[src/rtl/seq_ram_player.sv]
// Record/playback note sequencer: captures note words into an inferred RAM and replays them one per tick.
// Optional looped playback is compiled in with `define SEQ_RAM_LOOP_EN.
module seq_ram_player #(
  parameter int DW    = 8,
  parameter int DEPTH = 32,
  parameter int AW    = $clog2(DEPTH),
  parameter int LW    = $clog2(DEPTH + 1)
) (
  input  logic          clk,
  input  logic          resetn,
  input  logic          rec_start,
  input  logic          rec_valid,
  input  logic [DW-1:0] rec_data,
  input  logic          rec_stop,
  input  logic          play_start,
  input  logic          play_stop,
  input  logic          tick,
  input  logic          loop,
  output logic [DW-1:0] note_out,
  output logic          note_valid,
  output logic [LW-1:0] length,
  output logic          busy,
  output logic          full,
  output logic          overflow,
  output logic          play_done
);

  typedef enum logic [1:0] {
    S_IDLE   = 2'd0,
    S_RECORD = 2'd1,
    S_PLAY   = 2'd2
  } state_e;

  state_e          state_q, state_d;
  logic [LW-1:0]   length_q, length_d;
  logic [AW-1:0]   rd_ptr_q, rd_ptr_d;
  logic            overflow_q, overflow_d;
  logic            loop_q, loop_d;
  logic            note_valid_q, note_valid_d;
  logic            play_done_q, play_done_d;
  logic            note_seen_q, note_seen_d;
  logic            wr_en, rd_en;
  logic            last_slot;
  logic            loop_req;

  logic [DW-1:0]   mem [DEPTH];
  logic [DW-1:0]   rd_data_q;

`ifdef SEQ_RAM_LOOP_EN
  assign loop_req = loop;
`else
  logic unused_loop;
  assign unused_loop = loop;
  assign loop_req    = 1'b0;
`endif

  assign full      = (length_q == LW'(DEPTH));
  assign busy      = (state_q != S_IDLE);
  assign length    = length_q;
  assign overflow  = overflow_q;
  assign note_valid = note_valid_q;
  assign play_done = play_done_q;
  // The RAM output register has no reset; note_out reads as zero until a note has been played.
  assign note_out  = note_seen_q ? rd_data_q : '0;

  // Wrap is decided against the recorded length, never against DEPTH.
  assign last_slot = ((LW'(rd_ptr_q) + LW'(1)) == length_q);

  always_comb begin
    state_d      = state_q;
    length_d     = length_q;
    rd_ptr_d     = rd_ptr_q;
    overflow_d   = overflow_q;
    loop_d       = loop_q;
    note_valid_d = 1'b0;
    play_done_d  = 1'b0;
    note_seen_d  = note_seen_q;
    wr_en        = 1'b0;
    rd_en        = 1'b0;
    case (state_q)
      S_IDLE: begin
        if (rec_start) begin
          state_d    = S_RECORD;
          length_d   = '0;
          overflow_d = 1'b0;
        end else if (play_start) begin
          if (length_q == '0) begin
            play_done_d = 1'b1;
          end else begin
            state_d  = S_PLAY;
            rd_ptr_d = '0;
            loop_d   = loop_req;
          end
        end
      end
      S_RECORD: begin
        if (rec_valid) begin
          if (!full) begin
            wr_en    = 1'b1;
            length_d = length_q + LW'(1);
          end else begin
            overflow_d = 1'b1;
          end
        end
        if (rec_stop) begin
          state_d = S_IDLE;
        end
      end
      S_PLAY: begin
        // A stop in the same cycle as a tick suppresses the read.
        if (play_stop) begin
          state_d     = S_IDLE;
          play_done_d = 1'b1;
        end else if (tick) begin
          rd_en        = 1'b1;
          note_valid_d = 1'b1;
          note_seen_d  = 1'b1;
          if (last_slot) begin
            rd_ptr_d = '0;
            if (!loop_q) begin
              state_d     = S_IDLE;
              play_done_d = 1'b1;
            end
          end else begin
            rd_ptr_d = rd_ptr_q + AW'(1);
          end
        end
      end
      default: begin
        state_d = S_IDLE;
      end
    endcase
  end

  always_ff @(posedge clk or negedge resetn) begin
    if (!resetn) begin
      state_q      <= S_IDLE;
      length_q     <= '0;
      rd_ptr_q     <= '0;
      overflow_q   <= 1'b0;
      loop_q       <= 1'b0;
      note_valid_q <= 1'b0;
      play_done_q  <= 1'b0;
      note_seen_q  <= 1'b0;
    end else begin
      state_q      <= state_d;
      length_q     <= length_d;
      rd_ptr_q     <= rd_ptr_d;
      overflow_q   <= overflow_d;
      loop_q       <= loop_d;
      note_valid_q <= note_valid_d;
      play_done_q  <= play_done_d;
      note_seen_q  <= note_seen_d;
    end
  end

  // Reset-free so the array and its read register map onto block RAM.
  always_ff @(posedge clk) begin
    if (wr_en) begin
      mem[length_q[AW-1:0]] <= rec_data;
    end
    if (rd_en) begin
      rd_data_q <= mem[rd_ptr_q];
    end
  end

endmodule

[config.mk]
export PLATFORM = sky130hd
export DESIGN_NAME = seq_ram_player
export DESIGN_NICKNAME = d
export VERILOG_FILES = /design/src/rtl/seq_ram_player.sv
export SDC_FILE = /design/constraint.sdc
export NUM_CORES = 1
export LEC_CHECK = 0
export ABC_AREA = 1
export CAP_MARGIN = 25
export CORE_MARGIN = 2
export CORE_UTILIZATION = 47
export DETAILED_ROUTE_END_ITERATION = 8
export GPL_TIMING_DRIVEN = 1
export PLACE_DENSITY_LB_ADDON = 0.1
export SLEW_MARGIN = 20
export SYNTH_ARGS = -nofsm -noshare
export SYNTH_HDL_FRONTEND = slang
export SYNTH_SLANG_ARGS = --single-unit
[constraint.sdc]
create_clock -name clk -period 2.3 [get_ports clk]
set_input_delay 0.69 -clock clk [delete_from_list [all_inputs] [get_ports clk]]
set_output_delay 0.69 -clock clk [all_outputs]
set_load 0.01 [all_outputs]
==> run_results.csv <==
group,metric,value,unit
floorplanning,io-pin-count,36,
cts,clkSlewWorstSetupHoldPaths,0.06,ns
worst_setup_path,path_delay_family,"buffers and inverters",
floorplanning,floorplan.die.height,160.7,um
synthesis,synth_cells,919,
worst_setup_path,slowest_delay,0.52,ns
synthesis,synthMostInstantiatedCell,"sky130_fd_sc_hd__edfxtp_1",
sta,finalSetupTns,-0.1251,ns
sta,setup_repair_after_global_routing_missed_its_margin,"true",
floorplanning,rows,57,
worst_setup_path,r2r_start,"rd_ptr_q[2]",
sta,period_share,103.3,%
sta,final.setup_skew,0.01055,ns
worst_setup_path,timing_worst_setup_path_type,"reg2out",
worst_hold_path,worst_hold_path_type,"in2async",
cts,numCtsBuffers,29,
placed_design,pre_cts_ws,0.02651,ns
cts,tritoncts_num_sinks,281,
status,run_status,"complete, but fails checks",
power,power.density_cell_area,981.7,nW/um2
sta,fmaxAchievable,421.0,MHz
worst_setup_path,cp_slowest_cell,"sky130_fd_sc_hd__clkdlybuf4s50_1",
placed_design,io_buffer_count,34,
sta,worst_slack,-0.07536,ns
final_layout,flow.area_growth_from_synthesis,17.45,%
final_layout,fillCellCount,2100,
worst_setup_path,cp_cell_sequence,"nand2_1 > inv_1 > clkdlybuf4s50_1",
detailed_routing,detail_route.vias_per_cell,5.384,
synthesis,top_area_cells_in_the_synthesized_netlist,"sky130_fd_sc_hd__edfxtp_1 (69%), sky130_fd_sc_hd__nand2_1 (5.9%), sky130_fd_sc_hd__dfrtp_1 (3.7%), sky130_fd_sc_hd__nor2_1 (3.4%), sky130_fd_sc_hd__o21ai_0 (3.3%)",
worst_setup_path,crit_arrival,1.69,ns
synthesis,post_synth.cell_area_avg,12.56,um2
sta,hold_ws,0.4722,ns
synthesis,yosysTopAreaCell,"sky130_fd_sc_hd__edfxtp_1",
power,leakagePower,4.929,nW
detailed_routing,drt_first_iter_violations,700,
cts,cts_buffer_depth,3,
global_route,grt-ovfl-total,0,
cts,cts_max_level,1,
synthesis,ys_seq_elements,281,
flow_run,timing.max_cap.violations,0,
final_layout,finalCoreUtilization,55.92,%
sta,hold_violations,0,
worst_setup_path,crit_path_max_fanout,7,
detailed_routing,drt-pass1-iter-count,5,
detailed_routing,routed_wirelength,28.23,mm
synthesis,yosys-top-cells-count,"sky130_fd_sc_hd__edfxtp_1 (264), sky130_fd_sc_hd__nand2_1 (182), sky130_fd_sc_hd__nor2_1 (104)",
worst_setup_path,critical_path.n_buffers_inverters,2,
placed_design,routabilityCongestion,0.8207,
synthesis,yosysUniqueCellTypes,37,
synthesis,sequential_area_share_after_synthesis,72.35,%
detailed_routing,wl_per_cell,20.71,um
sta,report.final.slew_viol_count,0,
cts,holdBufCountCts,0,
final_layout,diode_count,0,
synthesis,synth.cell_area,11540,um2
cts,cts_tree,"done",
synthesis,postSynthNetCount,941,
detailed_routing,drc,0,
sta,setup-violations-final,2,
global_route,globalRouteTotalUtil,22.15,%
cts,clk_root_buffer_cell,"sky130_fd_sc_hd__clkbuf_16",
placed_design,dp.final_hpwl,17.43,mm
floorplanning,floorplan_die_width,160.7,um
sta,max-slew-margin-rel,47.01,%
synthesis,yosysWarnings,0,
cts,clkLatencyLatePin,0.55,ns
detailed_routing,drt.antenna.violating_nets,0,
detailed_routing,via_count,7339,
worst_setup_path,crit_path_start_kind,"flip-flop",
power,power.total,0.01331,W
power,ir_worst_vdd,623.6,uV
global_route,grt_max_degree,65,
global_route,antenna_violations_before_repair,0,
sta,tightestPinTransition,0.7940,ns
synthesis,ys.flop_type,"sky130_fd_sc_hd__edfxtp_1",
sta,period_minus_slack,2.375,ns
synthesis,synthDominantCellAreaShare,68.67,%
floorplanning,floorplan.die_area,25830,um2
synthesis,synth-edff-count,264,
synthesis,synthArstFlopShare,6.050,%
final_layout,drive_above_1_share,14.53,%
worst_setup_path,critPathLaunch,"note_seen_q",
worst_setup_path,worst-endpoint-required,1.61,ns
global_route,first_global_vias,7039,
status,failed_checks,"setup timing",
global_route,wire_length_of_the_first_global_routing_pass,42.58,mm
floorplanning,core_area,24250,um2
floorplanning,initial_cell_density_of_the_core,47.61,%
final_layout,nets,1041,
worst_setup_path,timing.critical_path.to_type,"primary output",
[logic make-up (layout without fill, tap and decap cells)]
logic type      after synthesis  count (layout)  synth area share (%)
fa+ha+maj                     5               5                0.5419
simple gates                323             323                 11.38
flops                       281             281                 72.35
compound gates              197             197                 9.646
mux                          33              33                 2.872
buf+inv                      80             200                 3.208
[through the flow]
step	std cells	area, um2
after floorplan	919	11540
after global placement	1308	12700
after detailed placement	1308	12700
after CTS	1359	13520
after global routing	1363	13560
final	1363	13560
[layout by cell type, fill, tap and decap left out, types with 2 or more instances in the layout]
cell,instances
sky130_fd_sc_hd__a21oi_1,44
sky130_fd_sc_hd__buf_12,5
sky130_fd_sc_hd__buf_4,76
sky130_fd_sc_hd__clkbuf_1,5
sky130_fd_sc_hd__clkbuf_16,29
sky130_fd_sc_hd__clkdlybuf4s50_1,22
sky130_fd_sc_hd__clkinv_1,5
sky130_fd_sc_hd__clkinv_2,11
sky130_fd_sc_hd__dfrtp_1,15
sky130_fd_sc_hd__dlygate4sd2_1,7
sky130_fd_sc_hd__dlymetal6s2s_1,3
sky130_fd_sc_hd__edfxtp_1,264
sky130_fd_sc_hd__ha_1,4
sky130_fd_sc_hd__inv_1,25
sky130_fd_sc_hd__inv_2,7
sky130_fd_sc_hd__mux2i_1,32
sky130_fd_sc_hd__nand2_1,182
sky130_fd_sc_hd__nand2_2,2
sky130_fd_sc_hd__nand3_1,21
sky130_fd_sc_hd__nand3_2,2
sky130_fd_sc_hd__nand4_1,2
sky130_fd_sc_hd__nor2_1,104
sky130_fd_sc_hd__nor2_4,3
sky130_fd_sc_hd__nor3_1,2
sky130_fd_sc_hd__o211ai_1,25
sky130_fd_sc_hd__o21ai_0,77
sky130_fd_sc_hd__o21ai_1,15
sky130_fd_sc_hd__o22ai_1,32
[routing by layer]
| layer | track usage [%] | part of all wire (%) | vias to the layer above |
|---|---|---|---|
| met5 | 0 | 0 | - |
| met4 | 6.209 | 2.4 | 0 |
| met3 | 3.280 | 7.0 | 42 |
| met2 | 34.03 | 45 | 250 |
| met1 | 33.28 | 46 | 3538 |
| li1 | - | - | 3509 |
[worst paths after layout]
| check | endpoint | slack [ns] | cells past startpoint |
|---|---|---|---|
| max | note_out[7] | -0.08 | 3 |
| min | length[5] | 0.47 | 2 |
| max reg2reg | rd_data_q[5] | 0.14 | 7 |
| min reg2reg | overflow | 0.52 | 1 |
| max in group asynchronous | rd_ptr_q[0] | 1.59 | 2 |
| min in group clk | overflow | 0.52 | 1 |
[registers in the layout, indices dropped and copies added (netlist names)]
signal,cells
state_q,2
mem,256
length,6
play_done,1
overflow,1
note_valid,1
rd_data_q,8
note_seen_q,1
rd_ptr_q,5
[report_power, final]
part,switching [W],internal [W],total [W]
logic,0.00210,0.00116,0.00326
clock network,0.00188,0.00230,0.00417
registers,0.0000954,0.00579,0.00588
total,0.00407,0.00924,0.0133
[repair_timing]
item	CTS	global route
buffers inserted	0	4
endpoints found under the setup margin	13	6
pin swaps	0	3
gates resized for setup	14	6
[cell type report]
cell class | instances | area [um2] | share of cell area, %
sequential | 281 | 8358 | 61.64
multi-input combinational | 558 | 2830 | 20.87
timing repair buffer | 115 | 1005 | 7.410
clock buffer | 34 | 744.5 | 5.490
tap | 324 | 405.4 | 2.990
inverter | 34 | 130.1 | 0.9597
clock inverter | 17 | 86.33 | 0.6367
Note: power is estimated with default switching activity, not from simulation.
